[config.mk]
export PLATFORM = sky130hd
export DESIGN_NAME = telemetry_frame_tx
export DESIGN_NICKNAME = d
export VERILOG_FILES = /design/src/rtl/telemetry_frame_tx.sv
export SDC_FILE = /design/constraint.sdc
export NUM_CORES = 1
export LEC_CHECK = 0
export ABC_AREA = 0
export BUFFER_PORTS_ARGS = -buffer_cell sky130_fd_sc_hd__buf_4
export CORE_MARGIN = 8
export CORE_UTILIZATION = 58
export CTS_CLUSTER_DIAMETER = 30
export DETAILED_ROUTE_END_ITERATION = 10
export GPL_TIMING_DRIVEN = 0
export HOLD_SLACK_MARGIN = 0.05
export PLACE_DENSITY = 0.86
export SLEW_MARGIN = 20
export SYNTH_ARGS = -nofsm -noshare
export SYNTH_HDL_FRONTEND = slang
export SYNTH_SLANG_ARGS = --single-unit
export TNS_END_PERCENT = 30
[constraint.sdc]
create_clock -name clk -period 2.41 [get_ports clk]
set_input_delay 0.3615 -clock clk [delete_from_list [all_inputs] [get_ports clk]]
set_output_delay 0.3615 -clock clk [all_outputs]
set_load 0.03 [all_outputs]
[src/rtl/telemetry_frame_tx.sv]
// rtl/telemetry_frame_tx.sv - snapshot X/Y/Z coordinates and send one framed 8N1 packet
module telemetry_frame_tx #(
  parameter int unsigned CLKS_PER_BIT = 16,
  parameter logic [7:0]  SYNC_BYTE    = 8'hA5
) (
  input  logic       clk,
  input  logic       rst_n,
  input  logic       send_valid,
  output logic       send_ready,
  input  logic [7:0] coord_x,
  input  logic [7:0] coord_y,
  input  logic [7:0] coord_z,
  output logic       tx,
  output logic       busy,
  output logic [7:0] frame_count
);

  localparam logic [1:0] S_IDLE  = 2'd0;
  localparam logic [1:0] S_START = 2'd1;
  localparam logic [1:0] S_DATA  = 2'd2;
  localparam logic [1:0] S_STOP  = 2'd3;

  localparam logic [15:0] BIT_LAST  = 16'(CLKS_PER_BIT - 1);
  localparam logic [2:0]  BYTE_LAST = 3'd4;

  logic [1:0]  state_q, state_d;
  logic [15:0] cyc_q, cyc_d;
  logic [2:0]  bit_idx_q, bit_idx_d;
  logic [2:0]  byte_idx_q, byte_idx_d;
  logic [7:0]  x_q, x_d;
  logic [7:0]  y_q, y_d;
  logic [7:0]  z_q, z_d;
  logic [7:0]  chk_q, chk_d;
  logic        tx_q, tx_d;
  logic        ready_q, ready_d;
  logic [7:0]  frame_count_q, frame_count_d;

  logic [7:0]  cur_byte;
  logic        bit_end;

  // Select the byte of the frame currently on the line from the snapshot
  always_comb begin
    cur_byte = SYNC_BYTE;
    case (byte_idx_q)
      3'd1:    cur_byte = x_q;
      3'd2:    cur_byte = y_q;
      3'd3:    cur_byte = z_q;
      3'd4:    cur_byte = chk_q;
      default: cur_byte = SYNC_BYTE;
    endcase
  end

  assign bit_end = (cyc_q == BIT_LAST);

  // Frame sequencer: next tx level is computed here so the line comes straight off a flop
  always_comb begin
    state_d       = state_q;
    cyc_d         = cyc_q;
    bit_idx_d     = bit_idx_q;
    byte_idx_d    = byte_idx_q;
    x_d           = x_q;
    y_d           = y_q;
    z_d           = z_q;
    chk_d         = chk_q;
    tx_d          = tx_q;
    ready_d       = ready_q;
    frame_count_d = frame_count_q;

    case (state_q)
      S_IDLE: begin
        tx_d = 1'b1;
        if (send_valid && ready_q) begin
          x_d        = coord_x;
          y_d        = coord_y;
          z_d        = coord_z;
          chk_d      = coord_x + coord_y + coord_z;
          ready_d    = 1'b0;
          state_d    = S_START;
          tx_d       = 1'b0;
          cyc_d      = 16'd0;
          bit_idx_d  = 3'd0;
          byte_idx_d = 3'd0;
        end
      end

      S_START: begin
        if (bit_end) begin
          cyc_d     = 16'd0;
          bit_idx_d = 3'd0;
          state_d   = S_DATA;
          tx_d      = cur_byte[0];
        end else begin
          cyc_d = cyc_q + 16'd1;
        end
      end

      S_DATA: begin
        if (bit_end) begin
          cyc_d = 16'd0;
          if (bit_idx_q == 3'd7) begin
            state_d = S_STOP;
            tx_d    = 1'b1;
          end else begin
            bit_idx_d = bit_idx_q + 3'd1;
            tx_d      = cur_byte[bit_idx_q + 3'd1];
          end
        end else begin
          cyc_d = cyc_q + 16'd1;
        end
      end

      S_STOP: begin
        if (bit_end) begin
          cyc_d = 16'd0;
          if (byte_idx_q < BYTE_LAST) begin
            byte_idx_d = byte_idx_q + 3'd1;
            state_d    = S_START;
            tx_d       = 1'b0;
          end else begin
            byte_idx_d    = 3'd0;
            state_d       = S_IDLE;
            ready_d       = 1'b1;
            tx_d          = 1'b1;
            frame_count_d = frame_count_q + 8'd1;
          end
        end else begin
          cyc_d = cyc_q + 16'd1;
        end
      end

      default: begin
        state_d = S_IDLE;
        tx_d    = 1'b1;
        ready_d = 1'b1;
        cyc_d   = 16'd0;
      end
    endcase
  end

  // State registers; reset forces the line high at once and abandons any frame
  always_ff @(posedge clk or negedge rst_n) begin
    if (!rst_n) begin
      state_q       <= S_IDLE;
      cyc_q         <= 16'd0;
      bit_idx_q     <= 3'd0;
      byte_idx_q    <= 3'd0;
      x_q           <= 8'd0;
      y_q           <= 8'd0;
      z_q           <= 8'd0;
      chk_q         <= 8'd0;
      tx_q          <= 1'b1;
      ready_q       <= 1'b1;
      frame_count_q <= 8'd0;
    end else begin
      state_q       <= state_d;
      cyc_q         <= cyc_d;
      bit_idx_q     <= bit_idx_d;
      byte_idx_q    <= byte_idx_d;
      x_q           <= x_d;
      y_q           <= y_d;
      z_q           <= z_d;
      chk_q         <= chk_d;
      tx_q          <= tx_d;
      ready_q       <= ready_d;
      frame_count_q <= frame_count_d;
    end
  end

  assign tx          = tx_q;
  assign send_ready  = ready_q;
  assign busy        = !ready_q;
  assign frame_count = frame_count_q;

endmodule

==> metrics <==
CTS Buffer Depth 2; Ys Warns 0; die area 9330 um2; DR iter-0 viols 194; Fmax achieved ~0.44 GHz; cell with the most instances after synthesis dfrtp_1; H-tree levels 3; Core Box Area 6310 um2; register area share after synthesis 43.9%; max cap viols 0; internal power about 1.7 mW; ANT cells 0; most instantiated cells after synthesis dfrtp_1, nand2_1, mux2_2; Overflow after GRT 0; # port buffers 37; switching portion of total power 22.7%; wire length per cell 16.2 um; worst-case vdd ir drop between 0.3 and 0.4 mV; busiest grt layer met2; CTS Hold Bufs 0; Post-synth EDFFs 0; kind of critical path flop to flop; Switch Pwr 0.505 mW; R2R Path End tx; DR DRC count 0; Die X a little under 100 um; largest net degree at the start of global routing 67; cells after synthesis about 360; Worst Hold Class input port to async pin; GR met2 Demand/Resource roughly 28%; Synth Cell Area ~3800 um2; CP Data Required Time ~2700 ps; final hold violation count 0; CTS Sinks 66; initial antenna violation count 0; Critical Path End Type flop; Initial DRT Pass Iterations 4; Gate power share around 8.7%; arrival time of the worst setup path about 2500 ps; grt met1 use 24.1%; Pleak about 2.1 nW; DR vias between 2000 and 3000; asr flop ratio synth 100%; reg2reg setup slack 130 ps; Period minus WS final ~2300 ps; layout cells sized above 1 between 20% and 30%; Slew Viols, Final 0; Post-Syn Area per Cell roughly 11 um2; share of the synthesized area in the top cell type 42.5%; Synth Net Count between 400 and 500; Clock Skews approximately 8.5 ps; CP Max Fanout 9; RSZ-0062 raised after global routing true; CTS tree yes; slew margin rel. between 40% and 50%; Clock Tree Root clkbuf_8; Global Route Usage Sum a little under a fifth; Post-Layout Cell Count ~490; Synth Flop Type dfrtp_1; die height approximately 97 um; vias in the first global route about 2900; worst slew pin tran 826 ps; Rows 29; number of instances in the placed design 470; R2R Path Start byte_idx_q[1]; M3 GR Usage ~4%; sequential share of power between 40 and 50%; Via density around 5.9; Layout Area Growth over Synthesis 15.6%; number of synthesized register bits 66; Final ANT Viol Nets 0; GP Congestion 0.814; Starting Density 59.7%; Worst Setup Start Kind flop; CP Launch Point byte_idx_q[1]; status finished, final reports clean; I/O Pins 38; Worst-path clk slew 70 ps; fin nets roughly 460; HPWL after DPL ~5.6 mm; area leader, netlist dfrtp_1; worst skew pair latency around 350 ps; total wire length just under 8 mm; top cells by area, synth dfrtp_1, mux2_2, ha_1, fa_1, nand2_1; Clk pwr share 41.5%; Pwr Density between 500 and 600 nW/um2; part of the cycle the worst path needs 94.5%; Cell variety after synth a little over 50; final setup vio count 0; first-pass GRT wire length 13.3 mm; cts bufs inserted 9; Fin Setup TNS 0 ps; Worst R2R Path Depth 9
[critical path, stage by stage, from the launching register on]
cell and delay [ps]:
dfrtp_1 400, inv_1 120, ha_1 160, clkbuf_1 450
a222oi_1 170, and3_1 220, a221oi_1 190, or3_1 140
o2111ai_1 110, a41oi_1 230
[area by class of cell]
type / count / area, um2
sequential: 66 / 1650
fill: 483 / 1960
tap: 77 / 96.3
clock inverter: 3 / 40.0
multi-input combinational: 253 / 1960
buffer: 18 / 93.8
clock buffer: 11 / 151
timing repair buffer: 38 / 285
inverter: 19 / 71.3
[metrics by stage]
step           util (%)  instance area (um2)  total power, mW  worst slack, ps  hold WS (ps)
6_report           69.0                 4360             2.22              131          94.2
4_1_cts            68.6                 4330             2.23             58.9           147
3_5_place_dp       65.6                 4140             1.31             -276           466
3_3_place_gp       65.6                 4140             1.31             -212           462
5_1_grt            69.0                 4360             2.32            -41.0           186
2_1_floorplan         -                 3770             1.23             67.2          65.9
[what timing repair did]
item	in CTS	in global routing
endpoints found under the setup margin	0	9
resized for setup	0	8
buffers inserted	0	1
[per-layer routing]
metal | up-vias | part of all wire (%) | wire [um]
met2 | 95 | 46 | 3630
li1 | 1351 | - | -
met3 | 20 | 5.9 | 463
met5 | - | 0 | 0
met4 | 0 | 2.9 | 225
met1 | 1391 | 45 | 3530
[worst max-delay path by stage]
stage	endpoint	slack, ps	cells past startpoint
floorplan	chk_q[7]	70	10
global placement	chk_q[7]	-210	11
detailed placement	chk_q[7]	-280	11
CTS	cyc_q[14]	60	8
global route	tx	-40	9
finish	tx	130	9
[placed cells by master, fill, tap and decap left out, types with 3 or more instances in the layout]
cell type,Yosys,routed
nor2_1,20,20
a222oi_1,5,5
buf_4,0,38
a22oi_1,3,3
and3_1,4,4
ha_1,19,19
inv_1,19,19
xnor2_1,12,12
and4_1,3,3
clkbuf_1,14,12
clkbuf_8,0,11
buf_6,3,3
a22o_1,3,3
nand2_1,37,37
fa_1,8,8
dfrtp_1,64,64
xor2_1,15,15
mux2_2,26,26
nand3_1,11,11
nor2b_1,4,4
nand4_1,6,6
a21o_1,3,3
a31oi_1,4,4
a21oi_1,13,13
mux2i_1,6,6
o21ai_0,19,19
[power by group through the flow]
stage          combinational, mW  sequential (mW)  clock (mW)
2_1_floorplan              0.100             1.13           0
3_3_place_gp               0.181             1.13           0
3_5_place_dp               0.186             1.13           0
4_1_cts                    0.190             1.11       0.937
5_1_grt                    0.225             1.11       0.988
6_report                   0.194             1.11       0.922
[cells by family (layout without fill, tap and decap cells)]
group,count (synthesis),count (layout),synth area share [%]
adders and majority gates,27,27,10.6
xor gates and xnor gates,27,27,6.28
and+or+nand+nor,103,103,14.3
DFF,66,66,43.9
AOI/OAI and AO/OA,64,64,11.2
muxes,32,32,9.37
buffers and inverters,37,89,4.32
[flip-flops by register name, summed over array words and instances (netlist names)]
signal and flops:
bit_idx_q 3, byte_idx_q 3, chk_q 8, cyc_q 16
frame_count 8, send_ready 1, state_q 2, tx 1
x_q 8, y_q 8, z_q 8
Power figures use the tool's default switching activity.
